===== src/rtl/pru_fb_pkg.sv =====
// Shared frame-buffer constants, clear-FSM state type and pixel address map.
package pru_fb_pkg;
  localparam int H_RES  = 640;
  localparam int V_RES  = 480;
  localparam int ADDR_W = 19;
  localparam int DATA_W = 2;
  localparam logic [DATA_W-1:0] CLR_VAL = 2'd0;

  typedef enum logic [1:0] {
    CLR_IDLE  = 2'd0,
    CLR_CLEAR = 2'd1,
    CLR_DONE  = 2'd2
  } clr_state_t;

  // y*640 + x as (y<<9) + (y<<7) + x; line width is baked into the shifts.
  function automatic logic [ADDR_W-1:0] xy2addr(input logic [9:0] x, input logic [8:0] y);
    logic [ADDR_W-1:0] yw;
    logic [ADDR_W-1:0] xw;
    yw = {{(ADDR_W-9){1'b0}}, y};
    xw = {{(ADDR_W-10){1'b0}}, x};
    return (yw << 9) + (yw << 7) + xw;
  endfunction
endpackage


===== src/rtl/pru_fb_scan.sv =====
// Raster scan-out counter and one-cycle pixel-valid pipe for the display read port.
module pru_fb_scan
  import pru_fb_pkg::*;
#(
  parameter int NPIX = H_RES * V_RES
) (
  input  logic              clk_i,
  input  logic              rst_i,
  input  logic              sof_i,
  input  logic              disp_req_i,
  output logic [ADDR_W-1:0] scan_addr_o,
  output logic              pix_valid_o
);
  logic [ADDR_W-1:0] cnt_q, cnt_d;
  logic              vld_q;

  // sof wins over a same-cycle request so each frame starts at pixel 0.
  always_comb begin
    cnt_d = cnt_q;
    if (sof_i)
      cnt_d = '0;
    else if (disp_req_i)
      cnt_d = (cnt_q == ADDR_W'(NPIX - 1)) ? '0 : cnt_q + ADDR_W'(1);
  end

  always_ff @(posedge clk_i) begin
    if (rst_i) begin
      cnt_q <= '0;
      vld_q <= 1'b0;
    end else begin
      cnt_q <= cnt_d;
      vld_q <= disp_req_i;
    end
  end

  assign scan_addr_o = cnt_q;
  assign pix_valid_o = vld_q;
endmodule


===== src/rtl/pru_fb_arbiter.sv =====
// Frame-buffer controller: raster read sequencing, A>B write arbitration and full-buffer clear.
module pru_fb_arbiter
  import pru_fb_pkg::*;
#(
  parameter int FB_V_RES = V_RES
) (
  input  logic              clk_i,
  input  logic              rst_i,
  input  logic              sof_i,
  input  logic              disp_req_i,
  output logic              pix_valid_o,
  output logic [DATA_W-1:0] pix_data_o,
  input  logic              a_valid_i,
  output logic              a_ready_o,
  input  logic [9:0]        a_x_i,
  input  logic [8:0]        a_y_i,
  input  logic [DATA_W-1:0] a_data_i,
  input  logic              b_valid_i,
  output logic              b_ready_o,
  input  logic [9:0]        b_x_i,
  input  logic [8:0]        b_y_i,
  input  logic [DATA_W-1:0] b_data_i,
  input  logic              clr_start_i,
  output logic              clr_busy_o,
  output logic              clr_done_o,
  output logic              oob_err_o,
  output logic              fb_we_o,
  output logic [ADDR_W-1:0] fb_wr_addr_o,
  output logic [DATA_W-1:0] fb_wr_data_o,
  output logic [ADDR_W-1:0] fb_re_addr_o,
  input  logic [DATA_W-1:0] fb_rd_data_i
);
  localparam int NPIX = H_RES * FB_V_RES;

  clr_state_t        st_q, st_d;
  logic [ADDR_W-1:0] clr_cnt_q, clr_cnt_d;
  logic              we_q, we_d;
  logic              oob_q, oob_d;
  logic [ADDR_W-1:0] addr_q, addr_d;
  logic [DATA_W-1:0] data_q, data_d;
  logic [9:0]        wx;
  logic [8:0]        wy;
  logic [DATA_W-1:0] wdat;

  pru_fb_scan #(.NPIX(NPIX)) u_scan (
    .clk_i       (clk_i),
    .rst_i       (rst_i),
    .sof_i       (sof_i),
    .disp_req_i  (disp_req_i),
    .scan_addr_o (fb_re_addr_o),
    .pix_valid_o (pix_valid_o)
  );

  // Gated so the display sees 0 rather than stale RAM output when idle.
  assign pix_data_o = pix_valid_o ? fb_rd_data_i : '0;

  // Writers are locked out for the whole clear, including its DONE cycle.
  assign a_ready_o = a_valid_i & (st_q == CLR_IDLE);
  assign b_ready_o = b_valid_i & ~a_valid_i & (st_q == CLR_IDLE);

  always_comb begin
    st_d       = st_q;
    clr_cnt_d  = clr_cnt_q;
    clr_busy_o = 1'b0;
    clr_done_o = 1'b0;
    case (st_q)
      CLR_IDLE: begin
        if (clr_start_i) begin
          st_d      = CLR_CLEAR;
          clr_cnt_d = '0;
        end
      end
      CLR_CLEAR: begin
        clr_busy_o = 1'b1;
        if (clr_cnt_q == ADDR_W'(NPIX - 1)) st_d = CLR_DONE;
        else                                clr_cnt_d = clr_cnt_q + ADDR_W'(1);
      end
      CLR_DONE: begin
        clr_done_o = 1'b1;
        st_d       = CLR_IDLE;
      end
      default: st_d = CLR_IDLE;
    endcase
  end

  always_comb begin
    wx     = a_ready_o ? a_x_i    : b_x_i;
    wy     = a_ready_o ? a_y_i    : b_y_i;
    wdat   = a_ready_o ? a_data_i : b_data_i;
    we_d   = 1'b0;
    oob_d  = 1'b0;
    addr_d = addr_q;
    data_d = data_q;
    if (st_q == CLR_CLEAR) begin
      we_d   = 1'b1;
      addr_d = clr_cnt_q;
      data_d = CLR_VAL;
    end else if (a_ready_o || b_ready_o) begin
      // Out-of-range requests are still acknowledged, just never written.
      if (int'(wx) >= H_RES || int'(wy) >= FB_V_RES) begin
        oob_d = 1'b1;
      end else begin
        we_d   = 1'b1;
        addr_d = xy2addr(wx, wy);
        data_d = wdat;
      end
    end
  end

  always_ff @(posedge clk_i) begin
    if (rst_i) begin
      st_q      <= CLR_IDLE;
      clr_cnt_q <= '0;
      we_q      <= 1'b0;
      oob_q     <= 1'b0;
      addr_q    <= '0;
      data_q    <= '0;
    end else begin
      st_q      <= st_d;
      clr_cnt_q <= clr_cnt_d;
      we_q      <= we_d;
      oob_q     <= oob_d;
      addr_q    <= addr_d;
      data_q    <= data_d;
    end
  end

  assign fb_we_o      = we_q;
  assign oob_err_o    = oob_q;
  assign fb_wr_addr_o = addr_q;
  assign fb_wr_data_o = data_q;
endmodule


===== config.mk =====
export PLATFORM = sky130hd
export DESIGN_NAME = pru_fb_arbiter
export DESIGN_NICKNAME = d
export VERILOG_FILES = /design/src/rtl/pru_fb_pkg.sv /design/src/rtl/pru_fb_scan.sv /design/src/rtl/pru_fb_arbiter.sv
export SDC_FILE = /design/constraint.sdc
export NUM_CORES = 1
export LEC_CHECK = 0
export BUFFER_PORTS_ARGS = -buffer_cell sky130_fd_sc_hd__buf_4
export CORE_MARGIN = 2
export CORE_UTILIZATION = 53
export DETAILED_ROUTE_END_ITERATION = 12
export PLACE_DENSITY = 0.86
export SLEW_MARGIN = 5
export SYNTH_ARGS = -nofsm -noshare
export SYNTH_HDL_FRONTEND = slang
export SYNTH_SLANG_ARGS = --single-unit

===== constraint.sdc =====
create_clock -name clk_i -period 5.78 [get_ports clk_i]
set_input_delay 1.156 -clock clk_i [delete_from_list [all_inputs] [get_ports clk_i]]
set_output_delay 1.156 -clock clk_i [all_outputs]
set_load 0.05 [all_outputs]

== Word level (Yosys, flattened, before mapping) ==
Cells that the tools add are included.
Storage, ports and cells
  flip-flop bits (word level): 64
  latch bits: 0
  RAM bits: 0
  ROM bits: 0
  input bits: 51
  output and inout port bits: 49
  word-level logic and storage cells: 60
  memories kept: 0
Operators by class
  $add $sub $neg: 4
  multipliers: 0
  divide/modulo/power cells: 0
  order comparisons: 2
  equal/unequal tests: 8
  shift-type cells: 0
  muxes and demuxes: 20
  bitwise logic cells: 6
  reductions and logical operators: 12
Operators with widths (count)
  19-bit two-way mux: 6
  19-bit by 1-bit adder with 19-bit output (second input constant): 2
  19-bit equality test (second input constant): 2
  19-bit case mux with 2 select lines: 1
  18-bit by 16-bit adder with 19-bit output: 1
  19-bit by 10-bit adder with 19-bit output: 1
  10-bit greater-or-equal comparator (second input constant): 1
  10-bit two-way mux: 1
  9-bit greater-or-equal comparator (second input constant): 1
  9-bit two-way mux: 1
  2-bit two-way mux: 4
  2-bit != test (second input constant): 4
  1-bit two-way mux: 6
  2-bit AND reduction: 3
  2-bit case mux with 2 select lines: 1
  2-bit nonzero test: 2
  2-bit OR reduction: 2
  1-bit AND: 3
  1-bit inverter: 3
  3-bit AND reduction: 1
  3-bit OR reduction: 1
  2-bit by 1-bit equality test with 1-bit output (second input constant): 1
  2-bit equality test (second input constant): 1
  2-bit zero test: 1
  1-bit logical OR: 2

== Depth between registers and ports, before layout ==
  depth after elaboration: 8
  gate-level depth with buffers: 12
  mapped depth without buffers: 10

== Modules after synthesis ==
A second synthesis with hierarchy kept.
Unflattened totals
  cell total of the unflattened synthesis: 458
  area total of the unflattened synthesis: 3784.9 µm²
Modules (own cells, without submodules)
  pru_fb_arbiter: times used 1, cells each 357, area each 2851.5 µm², sequential area each 880.8 µm²
  pru_fb_scan: times used 1, cells each 101, area each 933.4 µm², sequential area each 400.4 µm²

== Least setup slack after synthesis ==
OpenSTA, ideal clock, no wires.
  path kind: in2reg
  start: input a_valid_i
  end: register addr_q[17] (netlist: fb_wr_addr_o[17])
  setup time: 0.122 ns
  arrival time: 4.451 ns
  required time: 5.658 ns
  setup slack: 1.207 ns
  cell stages on the path: 11
  path buffers: 2
  cell sequence: nor3b_2 -> buf_2 -> buf_2 -> mux2_2 -> fa_1 -> ha_1 -> a211oi_1 -> o211ai_1 -> a41oi_1 -> nor4_1 -> a311o_1
On the way
  longest elaborated chain between the ends: 7
  elaborated cells between the ends (all ways): 18
  classes of those cells: add/sub (2); order compare (2); eq/ne (1); mux (5); bitwise (4); reduce/logical (4)
RTL lines
  from (decl): RTL line pru_fb_arbiter.sv:13  | input logic a_valid_i,
  1-bit AND (*): RTL line pru_fb_arbiter.sv:58  | assign a_ready_o = a_valid_i & (st_q == CLR_IDLE);
  net a_ready_o: RTL line pru_fb_arbiter.sv:14  | output logic a_ready_o,
  9-bit two-way mux: RTL line pru_fb_arbiter.sv:88  | wy = a_ready_o ? a_y_i : b_y_i;
  18-bit by 16-bit adder with 19-bit output: RTL line pru_fb_pkg.sv:21  | return (yw << 9) + (yw << 7) + xw;
  19-bit by 10-bit adder with 19-bit output: RTL line pru_fb_pkg.sv:21
  19-bit two-way mux: RTL line pru_fb_arbiter.sv:100  | if (int'(wx) >= H_RES || int'(wy) >= FB_V_RES) begin
  19-bit two-way mux: RTL line pru_fb_arbiter.sv:98  | end else if (a_ready_o || b_ready_o) begin
  19-bit two-way mux: RTL line pru_fb_arbiter.sv:94  | if (st_q == CLR_CLEAR) begin
  to (signal assigned): RTL line pru_fb_arbiter.sv:123  | addr_q <= addr_d;
  to (decl): RTL line pru_fb_arbiter.sv:39  | logic [ADDR_W-1:0] addr_q, addr_d;
The timed path passes the listed nets; every way through them passes the cells marked *. The select of a mux whose other input is x is not followed.
A chain may end at the register's enable or synchronous reset.

== Worst setup path after layout ==
  start: input a_valid_i
  end: register addr_q[16] (netlist: fb_wr_addr_o[16])
On the way
  longest elaborated chain between the ends: 7
  elaborated cells between the ends (all ways): 18
  classes of those cells: add/sub (2); order compare (2); eq/ne (1); mux (5); bitwise (4); reduce/logical (4)
RTL lines (RTL line)
  1-bit AND: pru_fb_arbiter.sv:58
  9-bit two-way mux: pru_fb_arbiter.sv:88
  18-bit by 16-bit adder with 19-bit output: pru_fb_pkg.sv:21
  19-bit by 10-bit adder with 19-bit output: pru_fb_pkg.sv:21
  19-bit two-way mux: pru_fb_arbiter.sv:100
  19-bit two-way mux: pru_fb_arbiter.sv:98
  19-bit two-way mux: pru_fb_arbiter.sv:94
Parallel ways exist; a longest one is shown, timed or not. The select of a mux whose other input is x is not followed.

==> impl_metrics.csv <==
group,metric,value,unit
yosys,synth_nets,504,
yosys,yosysWarnings,0,
yosys,yosysMostFrequentCell,"dfxtp_1",
hold_path,min_path_type,"flop to flop",
clock_network,htree_levels,3,
critical_path,crit_type,"primary input to flop",
cells_and_area,final_nets,594,
yosys,ys_ff_latch,64,
critical_path,r2r_start,"st_q[0]",
pwr,p_comb_share,26.9,%
yosys,synth.top_cell.area_share,34.3,%
critical_path,path_delay_family,"adder cells",
critical_path,startpoint_type,"primary input",
sta,slew_violations,0,
floorplanning,core.rowCount,30,
yosys,avgSynthCellArea,8.65,um2
floorplanning,die_y,88.0,um
pwr,p_per_area,262,nW/um2
pwr,switchingPower,399,uW
clock_network,root_buffer,"clkbuf_8",
yosys,yosysUniqueCellTypes,61,
critical_path,crit_required,6040,ps
route,first_iter_violations,282,
route,wl_per_cell,16.3,um
route,wl_met2,4890,um
hold_path,holdPathStages,2,
yosys,synth_top_area_cell,"dfxtp_1",
floorplanning,io_pins,100,
sta,hold_viol,0,
yosys,async_flop_share,0,%
sta,relSlewSlack,35.2,%
sta,fin_worst_skew,7.24,ps
global_route,grt_pass1_vias,3401,
floorplanning,start_util,55.0,%
yosys,synth-main-ff-cell,"dfxtp_1",
critical_path,critPathMaxFanout,8,
route,drt-vias-per-instance,5.87,
floorplanning,die_w,88.0,um
critical_path,cp_common_cell,"fa_1",
global_route,grt-ovfl-total,0,
cells_and_area,insertedDiodeCount,0,
hold_path,holdCritStartpoint,"fb_wr_addr_o[12]",
clock_network,holdBufCountCts,0,
placement,dpl.cell_count,607,
cells_and_area,drive_gt1_share,28.1,%
cells_and_area,fill_cells,553,
critical_path,crit_path_end_kind,"flop",
global_route,grt_pass1_wl,16200,um
sta,finalSetupViolCount,0,
clock_network,clk_path_buf_depth,2,
clock_network,cts_tree,"built",
pwr,irDropWorstVdd,0.193,mV
critical_path,r2r_end,"fb_wr_addr_o[16]",
critical_path,startpoint,"a_valid_i",
global_route,antenna_found_initial,0,
yosys,netlist_top_cells_area,"dfxtp_1, ha_1, mux2_2, nor2_1, xor2_1",
cells_and_area,areaGrowthSynthToFinish,27.2,%
clock_network,cts_setup_buffers,0,
sta,min_period_over_period,68.8,%
cells_and_area,finish.utilization,70.0,%
sta,rsz0062_at_grt,"false",
cells_and_area,design_area,4750,um2
clock_network,cts.sinks,64,
pwr,p_leak,1.93,nW
yosys,synth.cell_area,3740,um2
global_route,grt_util_all_layers,26.5,%
pwr,switching_share,32.1,%
sta,period_needed,3980,ps
clock_network,clkTransAtPathRegs,70,ps
cells_and_area,stdcell_count,623,
route,drt-total-wl,10200,um
global_route,grt_max_degree,39,
route,met1_length,4460,um
pwr,pwr-share-clk,35.2,%
critical_path,r2r_setup_slack,2280,ps
route,vias,3655,
yosys,synth-edff-count,0,
hold_path,holdPathEnd,"fb_wr_addr_o[12]",
critical_path,crit_chain,"buf_4, nor3b_4, mux2_2, fa_1, fa_1, a211oi_1, o21ai_0, a211o_1, and2_1, o221ai_1",
critical_path,rr_worst_depth,9,
pwr,finalPower,1.24,mW
sta,tightest_slew,973,ps
placement,place_area,4520,um2
floorplanning,die_area,7740,um2
critical_path,arrival,4240,ps
critical_path,cp_num_buf_inv,1,
pwr,p_seq_share,37.8,%
sta,fin_setup_tns,0,ps
route,firstDrtPassIters,5,
route,route.detailed.drc,0,
flow_run,cap_violations,0,
floorplanning,core,6790,um2
clock_network,cts_resized,0,
route,drtAntennaViolNets,0,
placement,hpwlAfterDp,7600,um
yosys,synthCells,432,
sta,holdWs,471,ps
clock_network,numCtsBuffers,9,
status,status,"complete, no violations",
yosys,ys_seq_area_share,34.3,%
placement,pre_cts_ws,1480,ps
clock_network,insertion_delay,350,ps
sta,clock.fmax,0.251,GHz
critical_path,slowest_stage,"fa_1",
critical_path,critical_path.max_stage_delay,540,ps
placement,place.gp.congestion,0.942,
placement,port_buffers,99,
route,met3_length,597,um
pwr,p_int,845,uW
route,top_layer,"met4",
sta,setup_slack,1800,ps
yosys,synth_commonest_cells,"dfxtp_1, nor2_1, nand2_1",
[cell usage in the layout (no fill, tap or decap), types with 6 or more instances in the layout]
cell,count
nand3_1,27
and2_1,10
nand4_1,14
buf_4,101
mux2_2,18
a21oi_1,27
a22oi_1,12
mux2i_1,7
nor2_1,48
nand2_1,28
xnor2_1,7
xor2_1,17
and3_1,6
ha_1,19
inv_1,7
a31oi_1,9
dfxtp_1,64
clkbuf_8,10
o21ai_0,12
[kinds of logic after synthesis]
family | share of synthesized area [%]
AND/OR/NAND/NOR | 24.1
flip-flops | 34.3
XOR/XNOR | 5.62
AO/OA/AOI/OAI | 17.9
multiplexers | 7.30
adder cells (fa/ha/maj) | 7.43
buffers and inverters | 3.41
[worst register-to-register path: stages, from the launching register on]
cell and delay [ps]:
dfxtp_1 390, nor3b_4 410, mux2_2 420, fa_1 540, fa_1 510, a211oi_1 330, o21ai_0 200, a211o_1 330
and2_1 150, o221ai_1 140
[power groups by stage]
stage / sequential (mW) / combinational, mW / clock [mW]
final: 0.471 / 0.335 / 0.438
after detailed placement: 0.480 / 0.330 / 0
after global placement: 0.480 / 0.322 / 0
after global routing: 0.473 / 0.364 / 0.464
after CTS: 0.471 / 0.332 / 0.441
after floorplan: 0.536 / 0.177 / 0
[sequential cells by signal, indices dropped and copies added, names as in the netlist]
register / cells
st_q: 2
fb_wr_data_o: 2
u_scan.pix_valid_o: 1
fb_wr_addr_o: 19
fb_we_o: 1
u_scan.scan_addr_o: 19
oob_err_o: 1
clr_cnt_q: 19
[layout make-up]
| class | count | area [um2] | share of cell area, % |
|---|---|---|---|
| tap | 96 | 120 | 2.53 |
| clock buffer | 10 | 138 | 2.90 |
| inverter | 8 | 30.0 | 0.632 |
| sequential | 64 | 1280 | 27.0 |
| clock inverter | 6 | 91.3 | 1.92 |
| multi-input combinational | 338 | 2330 | 49.1 |
| timing repair buffer | 101 | 758 | 16.0 |
[routing by layer]
layer	up-vias	track usage, %
met5	-	0
met4	0	9.65
met3	18	5.18
met2	135	43.4
met1	1726	34.7
li1	1776	-
[worst max-delay path by stage]
stage	endpoint	slack, ps	cells after the start
2_1_floorplan	fb_wr_addr_o[17]	1210	11
3_3_place_gp	fb_wr_addr_o[17]	1580	10
3_5_place_dp	fb_wr_addr_o[17]	1480	11
4_1_cts	fb_wr_addr_o[16]	1840	10
5_1_grt	fb_wr_addr_o[17]	1560	11
6_report	fb_wr_addr_o[16]	1800	10
No activity file was read; power rests on OpenSTA's default activity.
